[src/rtl/dec_pkg.sv]
// Shared definitions for the decryption scheduler: FSM encoding, engine indices
// and the default message terminator.
package dec_pkg;

  typedef enum logic [1:0] {
    IDLE  = 2'd0,
    FWD   = 2'd1,
    DRAIN = 2'd2,
    HOLD  = 2'd3
  } state_t;

  localparam logic [7:0] TOKEN_DEF   = 8'hFA;

  localparam logic [1:0] ENG_CAESAR  = 2'd0;
  localparam logic [1:0] ENG_SCYTALE = 2'd1;
  localparam logic [1:0] ENG_ZIGZAG  = 2'd2;
  localparam logic [1:0] ENG_INVALID = 2'd3;

  function automatic logic sel_is_engine(input logic [1:0] s);
    return s != ENG_INVALID;
  endfunction

endpackage

[src/rtl/dec_route.sv]
// Per-engine output register stage: one registered data/valid pair per engine,
// only the selected engine sees a valid pulse.
module dec_route
  import dec_pkg::*;
#(
  parameter int unsigned D_WIDTH = 8
) (
  input  logic               clk,
  input  logic               rst_n,
  input  logic [1:0]         sel,
  input  logic [D_WIDTH-1:0] data,
  input  logic               valid,
  output logic [D_WIDTH-1:0] data0_o,
  output logic               valid0_o,
  output logic [D_WIDTH-1:0] data1_o,
  output logic               valid1_o,
  output logic [D_WIDTH-1:0] data2_o,
  output logic               valid2_o
);

  logic hit0, hit1, hit2;

  always_comb begin
    hit0 = valid && (sel == ENG_CAESAR);
    hit1 = valid && (sel == ENG_SCYTALE);
    hit2 = valid && (sel == ENG_ZIGZAG);
  end

  always_ff @(posedge clk or negedge rst_n) begin
    if (!rst_n) begin
      data0_o  <= '0;
      valid0_o <= 1'b0;
      data1_o  <= '0;
      valid1_o <= 1'b0;
      data2_o  <= '0;
      valid2_o <= 1'b0;
    end else begin
      valid0_o <= hit0;
      valid1_o <= hit1;
      valid2_o <= hit2;
      if (hit0) data0_o <= data;
      if (hit1) data1_o <= data;
      if (hit2) data2_o <= data;
    end
  end

endmodule

[src/rtl/dec_scheduler.sv]
// Message scheduler: latches an engine per message, forwards characters to it,
// then drains and holds the output mux before accepting the next message.
module dec_scheduler
  import dec_pkg::*;
#(
  parameter int unsigned         D_WIDTH   = 8,
  parameter int unsigned         MAX_CHARS = 50,
  parameter int unsigned         MUX_LAT   = 1,
  parameter logic [D_WIDTH-1:0]  TOKEN     = D_WIDTH'(TOKEN_DEF)
) (
  input  logic               clk,
  input  logic               rst_n,
  input  logic [1:0]         cfg_select,
  input  logic [D_WIDTH-1:0] data_i,
  input  logic               valid_i,
  output logic               busy_o,
  output logic [D_WIDTH-1:0] data0_o,
  output logic               valid0_o,
  output logic [D_WIDTH-1:0] data1_o,
  output logic               valid1_o,
  output logic [D_WIDTH-1:0] data2_o,
  output logic               valid2_o,
  input  logic [2:0]         busy_i,
  output logic [1:0]         select_o,
  output logic               err_sel_o,
  output logic               err_ovf_o
);

  localparam int unsigned CNT_W = (MAX_CHARS > 0) ? $clog2(MAX_CHARS + 1) : 1;
  localparam int unsigned TMR_W = $clog2(MUX_LAT + 2);
  localparam logic [CNT_W-1:0] CNT_MAX = CNT_W'(MAX_CHARS);

  state_t           state, state_nxt;
  logic [1:0]       sel;
  logic [CNT_W-1:0] cnt;
  logic [TMR_W-1:0] tmr;

  logic       accept, is_tok, room, eng_ok, eng_busy;
  logic [1:0] cur_sel;
  logic       fwd_valid, cnt_inc, ovf_hit;

  // The first character of a message routes on cfg_select directly, since sel
  // only becomes valid one cycle later.
  always_comb begin
    accept  = valid_i && (state == IDLE || state == FWD);
    is_tok  = data_i == TOKEN;
    cur_sel = (state == IDLE) ? cfg_select : sel;
    eng_ok  = sel_is_engine(cur_sel);
    room    = cnt < CNT_MAX;
  end

  always_ff @(posedge clk or negedge rst_n) begin
    if (!rst_n) state <= IDLE;
    else        state <= state_nxt;
  end

  always_comb begin
    state_nxt = state;
    eng_busy  = 1'b0;
    unique case (sel)
      ENG_CAESAR:  eng_busy = busy_i[0];
      ENG_SCYTALE: eng_busy = busy_i[1];
      ENG_ZIGZAG:  eng_busy = busy_i[2];
      default:     eng_busy = 1'b0;
    endcase
    unique case (state)
      IDLE:  if (valid_i) state_nxt = is_tok ? DRAIN : FWD;
      FWD:   if (valid_i && is_tok) state_nxt = DRAIN;
      DRAIN: if (tmr == '0 && !eng_busy) state_nxt = HOLD;
      HOLD:  if (tmr == '0) state_nxt = IDLE;
      default: state_nxt = IDLE;
    endcase
  end

  always_comb begin
    busy_o    = (state == DRAIN) || (state == HOLD);
    fwd_valid = accept && eng_ok && (is_tok || room);
    cnt_inc   = accept && eng_ok && !is_tok && room;
    ovf_hit   = accept && eng_ok && !is_tok && !room;
  end

  // tmr enforces the two-cycle DRAIN minimum, then is reused to time HOLD.
  always_ff @(posedge clk or negedge rst_n) begin
    if (!rst_n) begin
      sel       <= ENG_CAESAR;
      cnt       <= '0;
      tmr       <= '0;
      err_sel_o <= 1'b0;
      err_ovf_o <= 1'b0;
    end else begin
      if (state == IDLE && valid_i) sel <= cfg_select;

      if (cnt_inc)                          cnt <= cnt + CNT_W'(1);
      else if (state == HOLD && tmr == '0)  cnt <= '0;

      if (state != DRAIN && state_nxt == DRAIN)     tmr <= TMR_W'(1);
      else if (state == DRAIN && state_nxt == HOLD) tmr <= TMR_W'(MUX_LAT);
      else if (tmr != '0)                           tmr <= tmr - TMR_W'(1);

      if (state == IDLE && valid_i && !sel_is_engine(cfg_select)) err_sel_o <= 1'b1;
      if (ovf_hit) err_ovf_o <= 1'b1;
    end
  end

  assign select_o = sel;

  dec_route #(.D_WIDTH(D_WIDTH)) u_route (
    .clk      (clk),
    .rst_n    (rst_n),
    .sel      (cur_sel),
    .data     (data_i),
    .valid    (fwd_valid),
    .data0_o  (data0_o),
    .valid0_o (valid0_o),
    .data1_o  (data1_o),
    .valid1_o (valid1_o),
    .data2_o  (data2_o),
    .valid2_o (valid2_o)
  );

endmodule

[config.mk]
export PLATFORM = sky130hd
export DESIGN_NAME = dec_scheduler
export DESIGN_NICKNAME = d
export VERILOG_FILES = /design/src/rtl/dec_pkg.sv /design/src/rtl/dec_route.sv /design/src/rtl/dec_scheduler.sv
export SDC_FILE = /design/constraint.sdc
export NUM_CORES = 1
export LEC_CHECK = 0
export ABC_AREA = 1
export BUFFER_PORTS_ARGS = -buffer_cell sky130_fd_sc_hd__buf_2
export CORE_ASPECT_RATIO = 0.6
export CORE_MARGIN = 2
export CORE_UTILIZATION = 30
export DETAILED_ROUTE_END_ITERATION = 16
export GPL_TIMING_DRIVEN = 0
export PLACE_DENSITY_LB_ADDON = 0.25
export SLEW_MARGIN = 20
export SYNTH_ARGS = -nofsm -noshare
export SYNTH_HDL_FRONTEND = slang
export SYNTH_SLANG_ARGS = --single-unit
[constraint.sdc]
create_clock -name clk -period 1.5 [get_ports clk]
set_input_delay 0.3 -clock clk [delete_from_list [all_inputs] [get_ports clk]]
set_output_delay 0.3 -clock clk [all_outputs]
set_load 0.1 [all_outputs]
==> After elaboration in Yosys (flattened, before gate mapping) <==
Index checks and enable logic that the tools add are counted.
{ "totals": {"regBits": 41, "input_bits": 16, "output_inout_bits": 32, "elab_cells": 71} }
{ "op_classes": {"n_addsub": 2, "magnitude_cmp": 1, "eq_ne": 13, "muxes": 13, "n_reduce_logical": 30} }
{ "ops": {"columns": ["operator", "n"], "rows": [
  ["$mux 2", 9],
  ["$logic_and 1x1->1", 16],
  ["$eq 2x2->1 const B", 6],
  ["$mux 6", 2],
  ["$eq 8x8->1 const B", 1],
  ["$logic_not 2->1", 4],
  ["$pmux 2 s4", 1],
  ["$add 6x1->6 const B", 1],
  ["$eq 2x1->1 const B", 3],
  ["$lt 6x6->1 const B", 1],
  ["$ne 2x2->1 const B", 3],
  ["$logic_not 1->1", 4],
  ["$reduce_bool 2->1", 2],
  ["$logic_or 1x1->1", 3],
  ["$pmux 1 s3", 1],
  ["$reduce_bool 3->1", 1],
  ["$sub 2x1->2 const B", 1]
]} }

==> Depth between registers and ports, before layout <==
Gate-level depths: netlist of the first run.
{ "logic_depth": {"ltp_word": 10, "ltp_mapped": 10, "mapped_depth_nobuf": 10} }

==> Modules after synthesis <==
From an unflattened synthesis of the first run, not the netlist that was laid out.
{ "unflattened": {"hier_cells": 225, "area_unflattened_um2": 2004.4} }
{ "modules_own_cells": {"columns": ["module", "instances", "cells_per_inst", "area_per_inst_um2", "seq_area_each_um2"], "rows": [
  ["dec_route", 1, 113, 1126.1, 675.6],
  ["dec_scheduler", 1, 112, 878.3, 350.3]
]} }

==> Worst setup path before layout of the first run <==
No wires, ideal clock.
{ "synth_path": {"kind": "reg2reg", "startpoint": "reg sel[1] (netlist: select_o[1])", "endpoint": "reg u_route.data2_o[7]", "setup_ns": 0.122, "arrival_time_ns": 1.939, "t_required_ns": 1.378, "slack_ns": -0.561, "path_stages_with_launch": 9, "path_buffers": 1, "period_less_slack_ns": 2.061, "path_cell_list": "dfrtp_1 inv_1 o21ai_2 inv_1 nor2_1 nand2_4 buf_6 nand2_1 o21ai_2"} }
{ "synth_via": {"elab_chain_len": 5, "elab_cells_between_ends": 6, "cone_classes": "2 x eq/ne; 1 x mux; 3 x reduce/logical"} }
{ "synth_rtl": {"columns": ["element", "line", "rtl"], "rows": [
  ["start: declaration", "dec_scheduler.sv:34", "logic [1:0] sel;"],
  ["start signal: assignment", "dec_scheduler.sv:91", "if (state == IDLE && valid_i) sel <= cfg_select;"],
  ["$mux 2 (*)", "dec_scheduler.sv:47", "cur_sel = (state == IDLE) ? cfg_select : sel;"],
  ["$ne 2x2->1", "dec_pkg.sv:20", "return s != ENG_INVALID;"],
  ["$logic_and 1x1->1 (2 in a row)", "dec_scheduler.sv:77", "fwd_valid = accept && eng_ok && (is_tok || room);"],
  ["$logic_and 1x1->1 (*)", "dec_route.sv:26", "hit2 = valid && (sel == ENG_ZIGZAG);"],
  ["end signal: assignment", "dec_route.sv:43", "if (hit2) data2_o <= data;"],
  ["end: declaration", "dec_route.sv:17", "output logic [D_WIDTH-1:0] data2_o,"]
]} }
Mark *: on every way between the ends. The rest lies on a longest branch, timed or not.
A chain may end at the register's enable or synchronous reset.

==> Worst setup path in the final report of the first run <==
{ "layout_path": {"startpoint": "reg state[1]", "endpoint": "reg u_route.data0_o[3]"} }
{ "layout_via": {"elab_chain_len": 6, "elab_cells_between_ends": 10, "cone_classes": "2 x eq/ne; 1 x mux; 7 x reduce/logical"} }
{ "layout_rtl": {"columns": ["element", "line", "rtl"], "rows": [
  ["start: declaration", "dec_scheduler.sv:33", "state_t state, state_nxt;"],
  ["start signal: assignment", "dec_scheduler.sv:54", "else state <= state_nxt;"],
  ["$logic_not 2->1 or $eq 2x1->1 (tied branches)", "dec_scheduler.sv:45, dec_scheduler.sv:47", null],
  ["$mux 2 or $logic_or 1x1->1 (tied branches)", "dec_scheduler.sv:47, dec_scheduler.sv:45", null],
  ["$ne 2x2->1 or $logic_and 1x1->1 (tied branches)", "dec_pkg.sv:20, dec_scheduler.sv:45", null],
  ["$logic_and 1x1->1 (2 in a row)", "dec_scheduler.sv:77", null],
  ["$logic_and 1x1->1 (*)", "dec_route.sv:24", "hit0 = valid && (sel == ENG_CAESAR);"],
  ["end signal: assignment", "dec_route.sv:41", "if (hit0) data0_o <= data;"],
  ["end: declaration", "dec_route.sv:13", "output logic [D_WIDTH-1:0] data0_o,"]
]} }
Marks and branches as above.

==> results of run 1 <==
-- area by class of cell --
| class | instances | area share, % |
|---|---|---|
| Timing Repair Buffer | 70 | 17.2 |
| Buffer | 4 | 2.25 |
| Clock buffer | 6 | 2.86 |
| Multi-Input combinational cell | 132 | 33.4 |
| Clock inverter | 1 | 0.260 |
| Sequential cell | 41 | 35.9 |
| Tap cell | 84 | 3.64 |
| Inverter | 33 | 4.46 |
-- cell usage after synthesis --
| master | number |
|---|---|
| or2_2 | 2 |
| and2_1 | 1 |
| nand3_4 | 1 |
| nor2_1 | 15 |
| nor3_1 | 2 |
| o21ai_0 | 9 |
| buf_6 | 3 |
| nor2_8 | 1 |
| dfrtp_1 | 41 |
| o21ai_1 | 8 |
| a21oi_1 | 3 |
| inv_1 | 31 |
| inv_2 | 2 |
| nand2_1 | 50 |
| nand2_4 | 3 |
| ha_1 | 2 |
| nand3_1 | 9 |
| nand2_2 | 1 |
| buf_2 | 1 |
| o21bai_1 | 3 |
| xor2_1 | 2 |
| o21ai_2 | 18 |
| nor2_2 | 1 |
| nor2_4 | 1 |
-- metrics by stage --
step	std cells	hold slack, ns	util, %	setup WS [ns]
after floorplan	210	0.00441	-	-0.0958
after global placement	341	0.461	37.1	-0.226
after detailed placement	341	0.459	37.1	-0.256
after CTS	365	0.160	42.6	-0.0984
after global routing	371	0.198	46.9	-0.172
final	371	0.125	46.9	-0.104
-- cells by family (layout without fill, tap and decap cells) --
logic type,Yosys count,after routing,share of synthesized area [%]
compound gates,41,41,14.6
simple gates,87,87,21.5
flops,41,41,53.3
buf+inv,37,114,8.45
fa+ha+maj,2,2,1.30
xor+xnor,2,2,0.910
-- sequential cells by signal, summed over array words and instances (netlist names) --
signal	count
u_route.valid0_o	1
cnt	6
state	2
err_sel_o	1
err_ovf_o	1
u_route.valid2_o	1
u_route.data1_o	8
select_o	2
tmr	2
u_route.data0_o	8
u_route.data2_o	8
u_route.valid1_o	1
-- per-layer routing --
metal  global-route usage [%]  vias up  wire, um
met5                        0        -         0
li1                         -      826         -
met2                     17.9       31      1850
met1                     21.8      727      2600
met3                     3.74        7       200
met4                     7.37        0       101
-- critical path: cells and delay by family, from the launching register on --
family                 cells  cell delay (ns)
AO/OA/AOI/OAI              2             0.15
buffers and inverters      1             0.16
AND/OR/NAND/NOR            6             0.73
flip-flops                 1             0.44
-- cell usage in the layout, fill, tap and decap left out, types with 2 or more instances in the layout --
cell type,netlist,layout
buf_12,0,3
buf_2,1,45
a21oi_1,3,2
nor2_1,15,10
o21ai_0,9,4
o21bai_1,3,2
xor2_1,2,2
inv_2,2,4
o21ai_1,8,7
buf_4,0,11
nor3_1,2,2
nand3_1,9,5
nand2_1,50,25
nand2_4,3,12
clkbuf_8,0,6
dfrtp_4,0,2
clkbuf_4,0,2
inv_4,0,2
nor2_2,1,2
nand3_2,0,4
dfrtp_2,0,2
nand2_2,1,16
o21ai_4,0,2
nor2_4,1,5
o21ai_2,18,22
buf_6,3,10
inv_1,31,27
or2_2,2,2
dfrtp_1,41,37
-- path summary, 6_finish.rpt --
| path | cells past startpoint | from | end |
|---|---|---|---|
| worst max-delay path | 9 | state[1] | u_route.data0_o[3] |
| worst max register to register | 9 | state[1] | u_route.data0_o[3] |
| worst min-delay path | 1 | rst_n | u_route.data2_o[7] |
| min in group clk | 3 | cfg_select[0] | select_o[0] |
| worst min register to register | 1 | err_sel_o | err_sel_o |
| max in group asynchronous | 1 | rst_n | select_o[1] |
-- what timing repair did --
action	4_1_cts	5_1_grt
gates cloned	1	1
endpoints found under the setup margin	35	36
setup buffers	16	5
pin swaps	6	14
gates resized for setup	28	62
==> results.cfg, run 1 <==
[floorplanning]
die_h_um = 66.0
std_cell_rows = 22
die_w_um = 107
die-area_um2 = 7090
io-pin-count = 48
start_util_pct = 31.2
core_area_um2 = 6170

[logic_synthesis]
synth.ff_latch_count = 41
synth_fp_nets = 228
seq_area_frac_synth_pct = 53.3
synth_cell_types = 24
yosysTopAreaCellShare_pct = 53.3
yosys.area.top_type = dfrtp_1
synth_area_um2 = 1920
syn_avg_cell_area_um2 = 9.16
yosys_warnings = 0
syn_inst = 210
synth_area_leaders = dfrtp_1, nand2_1, o21ai_2

[setup_path]
max_stage_delay_ns = 0.44
worstPathMaxFanout = 10
critPathKind = reg -> reg
path_cells = nor2_4 > o21ai_4 > nand2_2 > nand3_4 > nor2_8 > nand2_4 > buf_12 > nand2_2 > o21ai_2
start_kind = flop
end_kind = flop
crit_slowest_cell = dfrtp_2
path_common_cell = nand2_2
rrSetupSlack_ns = -0.10
worstPathArrival_ns = 1.80
cp.required_ns = 1.70

[sta]
fmax_ghz = 0.623
relSlewSlack_pct = 39.0
maxSlewViolCount = 0
finalCritPeriodShare_pct = 107
period_minus_slack_ns = 1.60
finalHoldViolCount = 0
setup_ws_ns = -0.104
rsz0062_at_grt = true
tightest_slew_ns = 0.915
fin_skew_ns = 0.00694
setup_viol_count_final = 33
tns_ns = -2.10

[placed_design]
gp_congestion = 0.781
portBuffers = 47
post-dp-hpwl_mm = 3.13
dpl_cell_area_um2 = 2290

[routing]
ant_nets = 0
wire_per_inst_um = 12.8
route.detailed.drc = 0
drtIter0Drc = 74
vias = 1591
via_per_inst = 4.29
routed_wirelength_mm = 4.76
drt_pass1_iterations = 4

[clocking]
cts_root_buffer = clkbuf_8
htree_levels = 2
cts_tree = built
cts.clk_slew.worst_paths_ns = 0.08
cts_inserted_buffers = 5
ctsHoldBuffers = 0
cts.path.max_buffers = 2
clock_latency_ns = 0.30
cts_sinks = 41

[cells_and_area]
nFillCells = 583
num_antenna_cells = 0
final_area_um2 = 2890
multi_input_area_um2 = 966
nets = 305
seq_area_um2 = 1040
drive_above_1_share_pct = 56.8
area_delta_synth_final_pct = 50.1

[job]
drv.max_cap_violation_count = 0

[global_routing]
antenna_found_initial = 0
grt_pass1_vias = 1489
grt_max_degree = 42
grt_usage_pct = 14.3
gr-total-overflow = 0
grt_pass1_wl_mm = 7.46

[outcome]
status = finished with violations
violations = negative setup slack

[min_path]
hp-class = in -> async
Power of run 1 is left out: the tool's default activity adds up to more than one toggle a clock period on the data nets, which glitch-free logic cannot reach.
==> run 2, diff against run 1 <==
Settings changed: CORE_UTILIZATION 30 to 40.
==> results.cfg, run 2 (synthesized netlist as in run 1, its figures left out) <==
[min_path]
hp-class = in -> async

[global_routing]
grt_pass1_vias = 1428
gr-total-overflow = 0
grt_pass1_wl_mm = 7.13
antenna_found_initial = 0
grt_usage_pct = 17.3
grt_max_degree = 42

[clocking]
cts_sinks = 41
cts.clk_slew.worst_paths_ns = 0.08
htree_levels = 2
clock_latency_ns = 0.29
cts_tree = built
cts_root_buffer = clkbuf_8
ctsHoldBuffers = 0
cts.path.max_buffers = 2
cts_inserted_buffers = 5

[cells_and_area]
reg.largest.list = u_route.data0_o (8), u_route.data1_o (8), u_route.data2_o (8)
final_util_pct = 58.2
final_common_cell = buf_2
seq_area_um2 = 1040
area_delta_synth_final_pct = 39.5
num_antenna_cells = 0
nets = 297
drive_above_1_share_pct = 50.5
multi_input_area_um2 = 892
layout_common_cells = buf_2, dfrtp_1, nand2_1
nFillCells = 419

[setup_path]
path_common_cell = nor3_2
crit_buf_inv = 1
start_kind = flop
path_cells = nor3_2 > nor3_2 > and2_1 > nor2_8 > nand2_4 > buf_4 > nand2_1 > o21ai_2
critPathKind = reg -> reg
worstPathArrival_ns = 1.76
end_kind = flop
cp_top_family = simple AND/OR/NAND/NOR gates
max_stage_delay_ns = 0.42
cp.required_ns = 1.68
crit_slowest_cell = dfrtp_1
worstPathMaxFanout = 4

[floorplanning]
core_area_um2 = 4610
die-area_um2 = 5400
std_cell_rows = 19
die_w_um = 93.5
start_util_pct = 41.7
io-pin-count = 48
die_h_um = 57.7

[sta]
rsz0062_at_grt = true
relSlewSlack_pct = 38.4
finalCritPeriodShare_pct = 105
period_minus_slack_ns = 1.57
finalHoldViolCount = 0
setup_ws_ns = -0.0715
fmax_ghz = 0.636
tightest_slew_ns = 0.925
maxSlewViolCount = 0
fin_skew_ns = 0.00509
setup_viol_count_final = 30

[routing]
ant_nets = 0
drt_pass1_iterations = 6
drtIter0Drc = 52
wire_per_inst_um = 13.1
routed_wirelength_mm = 4.47
via_per_inst = 4.60
route.detailed.drc = 0
vias = 1572

[job]
drv.max_cap_violation_count = 0

[placed_design]
portBuffers = 47
gp_congestion = 0.761
post-dp-hpwl_mm = 3.07

[outcome]
status = finished with violations
violations = negative setup slack
[run 2: metal layers]
layer  part of all wire (%)  up-vias  track usage [%]  wire length (um)
met2                     39       38             22.6              1760
met5                      0        -                0                 0
met3                    5.7        5             4.94               253
li1                       -      793                -                 -
met1                     54      736             28.1              2430
met4                   0.65        0             3.73                29
[run 2: worst register-to-register path: stages, from the launching register on]
cell and delay (ns):
dfrtp_1 0.42, nor3_2 0.22, nor3_2 0.07, and2_1 0.19
nor2_8 0.20, nand2_4 0.09, buf_4 0.15, nand2_1 0.07
o21ai_2 0.06
[run 2: layout make-up]
type | count | share of cell area (%)
Timing Repair Buffer | 62 | 14.6
Sequential cell | 41 | 38.6
Inverter | 33 | 4.80
Buffer | 4 | 1.91
Clock buffer | 5 | 2.56
Tap cell | 63 | 2.94
Clock inverter | 2 | 1.31
Multi-Input combinational cell | 132 | 33.2
[run 2: what timing repair did]
item                                    in CTS  in global routing
endpoints found under the setup margin      36                 36
pin swaps                                    6                  7
hold endpoints to repair                     0                  0
setup buffers                               12                  2
resized for setup                           33                 24
cloned                                       1                  0
[run 2: final timing paths]
kind	from	to	slack (ns)	depth (start not counted)
hold reg to reg	err_sel_o	err_sel_o	0.48	1
hold / removal	rst_n	select_o[1]	0.14	1
min in group clk	cfg_select[0]	select_o[0]	0.26	3
setup reg to reg	cnt[2]	u_route.data1_o[4]	-0.07	8
setup / recovery	cnt[2]	u_route.data1_o[4]	-0.07	8
max in group asynchronous	rst_n	select_o[0]	0.69	1
[run 2: per-stage QoR]
stage | cell area (um2) | cells | hold slack, ns | setup TNS, ns | worst slack [ns]
after detailed placement | 2260 | 320 | 0.459 | -5.85 | -0.235
final | 2680 | 342 | 0.139 | -1.16 | -0.0715
after floorplan | 1950 | 210 | 0.00441 | -0.910 | -0.0958
after global routing | 2680 | 342 | 0.227 | -4.46 | -0.160
after global placement | 2260 | 320 | 0.461 | -5.37 | -0.223
after CTS | 2590 | 340 | 0.173 | -1.66 | -0.0873
Power of run 2 is left out for the same reason.
